==> config.mk <==
export PLATFORM = sky130hd
export DESIGN_NAME = reset_req_responder
export DESIGN_NICKNAME = d
export VERILOG_FILES = /design/src/rtl/reset_req_responder_pkg.sv /design/src/rtl/reset_req_responder_sync.sv /design/src/rtl/reset_req_responder.sv
export SDC_FILE = /design/constraint.sdc
export NUM_CORES = 1
export LEC_CHECK = 0
export BUFFER_PORTS_ARGS = -buffer_cell sky130_fd_sc_hd__buf_4
export CAP_MARGIN = 20
export CORE_MARGIN = 2
export CORE_UTILIZATION = 48
export CTS_BUF_LIST = sky130_fd_sc_hd__clkbuf_8
export CTS_CLUSTER_DIAMETER = 50
export CTS_CLUSTER_SIZE = 16
export DETAILED_ROUTE_END_ITERATION = 6
export GPL_TIMING_DRIVEN = 0
export PLACE_DENSITY = 0.79
export SYNTH_ARGS = -nofsm -noshare
export SYNTH_HDL_FRONTEND = slang
export SYNTH_SLANG_ARGS = --single-unit
==> constraint.sdc <==
create_clock -name clk -period 2.46 [get_ports clk]
set_input_delay 0.492 -clock clk [delete_from_list [all_inputs] [get_ports clk]]
set_output_delay 0.492 -clock clk [all_outputs]
set_load 0.01 [all_outputs]
==> src/rtl/reset_req_responder_pkg.sv <==
// Shared types and constants for the reset request responder.
package reset_req_responder_pkg;

  typedef enum logic [1:0] {
    IDLE    = 2'd0,
    ASSERT  = 2'd1,
    ACK     = 2'd2,
    RELEASE = 2'd3
  } rsp_state_e;

  localparam int DEF_ASSERT_CYCLES  = 8;
  localparam int DEF_RELEASE_CYCLES = 4;
  localparam int DEF_TIMEOUT_CYCLES = 256;

  // Wide enough to hold the largest terminal count of any state.
  function automatic int cnt_width(input int a, input int r, input int t);
    int m;
    m = a;
    if (r > m) m = r;
    if (t > m) m = t;
    return $clog2(m + 1);
  endfunction

endpackage

==> src/rtl/reset_req_responder_sync.sv <==
// Multi-flop synchroniser for a single asynchronous level.
module bit_synchronizer #(
  parameter int STAGES = 2
) (
  input  logic clk,
  input  logic reset,
  input  logic d,
  output logic q
);

  logic [STAGES-1:0] ff_q;

  always_ff @(posedge clk) begin
    if (reset) ff_q <= '0;
    else       ff_q <= {ff_q[STAGES-2:0], d};
  end

  assign q = ff_q[STAGES-1];

endmodule

==> src/rtl/reset_req_responder.sv <==
// Responder side of the conduit reset-request handshake.
// Optional ACK-hold timeout enabled by defining REQ_TIMEOUT_EN.
module reset_req_responder
  import reset_req_responder_pkg::*;
#(
  parameter int SYNC_STAGES    = 2,
  parameter int ASSERT_CYCLES  = DEF_ASSERT_CYCLES,
  parameter int RELEASE_CYCLES = DEF_RELEASE_CYCLES,
  parameter int TIMEOUT_CYCLES = DEF_TIMEOUT_CYCLES
) (
  input  logic clk,
  input  logic reset,
  input  logic req_in,
  output logic reset_out,
  output logic ack_out,
  output logic busy,
  output logic done_pulse,
  output logic timeout_err
);

  localparam int CW = cnt_width(ASSERT_CYCLES, RELEASE_CYCLES, TIMEOUT_CYCLES);
  localparam logic [CW-1:0] A_LAST = CW'(ASSERT_CYCLES - 1);
  localparam logic [CW-1:0] R_LAST = CW'(RELEASE_CYCLES - 1);

  rsp_state_e    state_q, state_d;
  logic [CW-1:0] cnt_q, cnt_d;
  logic          req_s, armed;
  logic          reset_out_d, ack_d, busy_d, done_d;

  bit_synchronizer #(.STAGES(SYNC_STAGES)) u_sync (
    .clk  (clk),
    .reset(reset),
    .d    (req_in),
    .q    (req_s)
  );

`ifdef REQ_TIMEOUT_EN
  localparam logic [CW-1:0] T_LAST = CW'(TIMEOUT_CYCLES - 1);
  logic timeout_q, timeout_d, arm_q, arm_d;

  // After a forced release the request must be seen low before it counts again.
  always_ff @(posedge clk) begin
    if (reset) begin
      timeout_q <= 1'b0;
      arm_q     <= 1'b1;
    end else begin
      timeout_q <= timeout_d;
      arm_q     <= arm_d;
    end
  end

  assign armed       = arm_q;
  assign timeout_err = timeout_q;
`else
  assign armed       = 1'b1;
  assign timeout_err = 1'b0;
`endif

  always_ff @(posedge clk) begin
    if (reset) begin
      state_q    <= ASSERT;
      cnt_q      <= '0;
      reset_out  <= 1'b1;
      ack_out    <= 1'b0;
      busy       <= 1'b1;
      done_pulse <= 1'b0;
    end else begin
      state_q    <= state_d;
      cnt_q      <= cnt_d;
      reset_out  <= reset_out_d;
      ack_out    <= ack_d;
      busy       <= busy_d;
      done_pulse <= done_d;
    end
  end

  always_comb begin
    state_d = state_q;
    cnt_d   = cnt_q;
`ifdef REQ_TIMEOUT_EN
    timeout_d = timeout_q;
    arm_d     = arm_q | ~req_s;
`endif
    case (state_q)
      IDLE: begin
        cnt_d = '0;
        if (req_s && armed) state_d = ASSERT;
      end
      ASSERT: begin
        if (cnt_q == A_LAST) begin
          state_d = req_s ? ACK : RELEASE;
          cnt_d   = '0;
        end else begin
          cnt_d = cnt_q + 1'b1;
        end
      end
      ACK: begin
        if (!req_s) begin
          state_d = RELEASE;
          cnt_d   = '0;
        end
`ifdef REQ_TIMEOUT_EN
        else if (cnt_q == T_LAST) begin
          state_d   = RELEASE;
          cnt_d     = '0;
          timeout_d = 1'b1;
          arm_d     = 1'b0;
        end else begin
          cnt_d = cnt_q + 1'b1;
        end
`endif
      end
      RELEASE: begin
        if (cnt_q == R_LAST) begin
          state_d = IDLE;
          cnt_d   = '0;
        end else begin
          cnt_d = cnt_q + 1'b1;
        end
      end
    endcase
  end

  // Outputs are decoded from the next state so they register alongside it.
  always_comb begin
    reset_out_d = (state_d == ASSERT) || (state_d == ACK);
    ack_d       = (state_d == ACK);
    busy_d      = (state_d != IDLE);
    done_d      = (state_q == RELEASE) && (state_d == IDLE);
  end

endmodule

==> impl_metrics.env <==
export IMPL_status="finished, final reports clean"
export IMPL_cts_hold_buf=0
export IMPL_routabilityCongestion=0.840
export IMPL_final_util=0.592
export IMPL_synth_seq_cells=17
export IMPL_cts_setup_buffers=0
export IMPL_max_clock_path_buffers=2
export IMPL_cp_start_kind="register"
export IMPL_tritoncts="yes"
export IMPL_finClkSkew_ns=0.00268
export IMPL_core_um2=1520
export IMPL_diodes=0
export IMPL_vdd_ir_drop_worst_mv=0.573
export IMPL_reg2reg_depth=6
export IMPL_portBuffers=6
export IMPL_grt_antenna_before_repair=0
export IMPL_cts_made_buffers=3
export IMPL_min_path_cells=1
export IMPL_drv_slew=0
export IMPL_cts_sinks=17
export IMPL_ys_warnings_count=0
export IMPL_post_route_drc_count=0
export IMPL_synth_flop_cell="dfxtp_1"
export IMPL_cellPowerDensity_nw_per_um2=587
export IMPL_route_vias_total=634
export IMPL_drive_gt1_frac=0.130
export IMPL_min_period_ns=1.98
export IMPL_worstPathMaxFanout=4
export IMPL_synthDistinctLibCells=30
export IMPL_syn_inst=90
export IMPL_globalRouteTotalUtil=0.175
export IMPL_clk_pin_slew_ns=0.07
export IMPL_layout_nets=107
export IMPL_ys_async_sr_fraction=0
export IMPL_fmax_mhz=505
export IMPL_hold_viol_final=0
export IMPL_synth_edf_count=0
export IMPL_holdCritPathClass="reg -> reg"
export IMPL_dieArea_um2=1990
export IMPL_first_iter_violations=5
export IMPL_grt_max_degree=11
export IMPL_clkLatencyLatePin_ns=0.25
export IMPL_post_cts_resized=0
export IMPL_arrival_ns=2.13
export IMPL_maxCapViolCount=0
export IMPL_placementRows=14
export IMPL_place_hpwl_um=1090
export IMPL_avgSynthCellArea_um2=8.79
export IMPL_wirelength_um=1450
export IMPL_end_kind="register"
export IMPL_dieHeight_um=44.6
export IMPL_criticalPathCategory="reg -> reg"
export IMPL_initial_core_util=0.519
export IMPL_period_share=0.805
export IMPL_overflow=0
export IMPL_holdWs_ns=0.445
export IMPL_p_total_uw=529
export IMPL_fin_tns_setup_ns=0
export IMPL_post_drt_wl_per_cell_um=12.5
export IMPL_pin_count=8
export IMPL_htreeDepth=1
export IMPL_yosysSeqAreaShare=0.430
export IMPL_synth_nets=96
export IMPL_required_ns=2.61
export IMPL_rsz0062_at_grt="false"
export IMPL_fp_dieW_um=44.6
export IMPL_firstDrtPassIters=4
export IMPL_area_delta_synth_final_pct=14.1
export IMPL_grt_pass1_wl_um=2440
export IMPL_setup_violations=0
export IMPL_leakage_uw=0.000362
export IMPL_avgViaCountPerCell=5.47
export IMPL_root_buffer="clkbuf_8"
export IMPL_drtAntennaViolNets=0
export IMPL_grt_pass1_vias=547
export IMPL_fill_cells=135
export IMPL_setup_slack_ns=0.481
export IMPL_synthesis_area_um2=791
export IMPL_pre_cts_ws_ns=0.477
placed cells by master, fill, tap and decap left out, drive strengths merged, types with 2 or more instances in the layout:
cell and instances:
xnor2 2, nand2 14, clkbuf 4, a32oi 2, o21ai 4, nand2b 4, o211ai 2, or4 2
a21oi 2, ha 3, nand4b 2, buf 8, nor3 4, nand3 6, dfxtp 17, nor2b 6
xor2 2, nor2 5
path summary, 6_finish.rpt:
path,from,endpoint,slack [ns]
worst max register to register,cnt_q[0],reset_out,0.48
worst max-delay path,cnt_q[0],reset_out,0.48
worst min-delay path,u_sync.ff_q[0],u_sync.ff_q[1],0.45
worst min register to register,u_sync.ff_q[0],u_sync.ff_q[1],0.45
Yosys cell counts (2+ instances only):
library cell	count	area share
dfxtp_1	17	0.43
nand2_1	14	0.066
nand3_1	6	0.038
nor2b_1	6	0.047
nor2_1	5	0.024
nand2b_1	4	0.032
nor3_1	4	0.025
ha_1	3	0.047
o21ai_1	3	0.019
a21oi_1	2	0.013
a32oi_1	2	0.022
nand4b_1	2	0.022
o211ai_1	2	0.019
or4_1	2	0.019
xnor2_1	2	0.022
xor2_1	2	0.022
logic make-up (layout without fill, tap and decap cells):
group / count (synthesis) / in the layout / synth area share
simple gates: 49 / 49 / 0.348
flops: 17 / 17 / 0.430
compound gates: 11 / 11 / 0.0870
xor+xnor: 4 / 4 / 0.0443
buf+inv: 4 / 14 / 0.0253
fa+ha+maj: 3 / 3 / 0.0475
other cells: 1 / 1 / 0.00474
mux: 1 / 1 / 0.0127
where the power goes:
part	internal, uW	switching [uW]	total (uW)
Sequential	282	6.36	289
Clock	112	94.8	207
Combinational	17.2	16.0	33.2
Total	412	117	529
metal layers:
| layer | track usage | part of all wire | vias up | routed length, um |
|---|---|---|---|---|
| li1 | - | - | 330 | - |
| met4 | 0.0727 | 0.010 | 0 | 15 |
| met2 | 0.261 | 0.48 | 11 | 693 |
| met3 | 0.0857 | 0.043 | 2 | 62 |
| met5 | 0 | 0 | - | 0 |
| met1 | 0.214 | 0.47 | 291 | 679 |
critical path: stages (launching register included):
cell,delay [ns]
dfxtp_1,0.37
ha_1,0.24
nor4b_4,0.29
nand4b_1,0.14
a32oi_1,0.34
ha_1,0.29
or2_1,0.20
stage by stage:
| step | instances | area, um2 |
|---|---|---|
| 2_1_floorplan | 90 | 791 |
| 3_3_place_gp | 112 | 856 |
| 3_5_place_dp | 112 | 856 |
| 4_1_cts | 116 | 902 |
| 5_1_grt | 116 | 902 |
| 6_report | 116 | 902 |
final cells by class:
type | count | area (um2) | share of cell area
plain buffers | 3 | 16.3 | 0.0180
clock buffers | 3 | 41.3 | 0.0458
clock inverters | 1 | 5.00 | 0.00555
inverters | 1 | 3.75 | 0.00416
multi-input cells | 69 | 430 | 0.477
flip-flops and latches | 17 | 340 | 0.377
well taps | 16 | 20.0 | 0.0222
repair buffers | 6 | 45.0 | 0.0499
flip-flops by register name, indices dropped and copies added (netlist names):
register     flops
u_sync.ff_q      2
busy             1
done_pulse       1
cnt_q            9
state_q          2
ack_out          1
reset_out        1
Note: power is estimated with default switching activity, not from simulation.
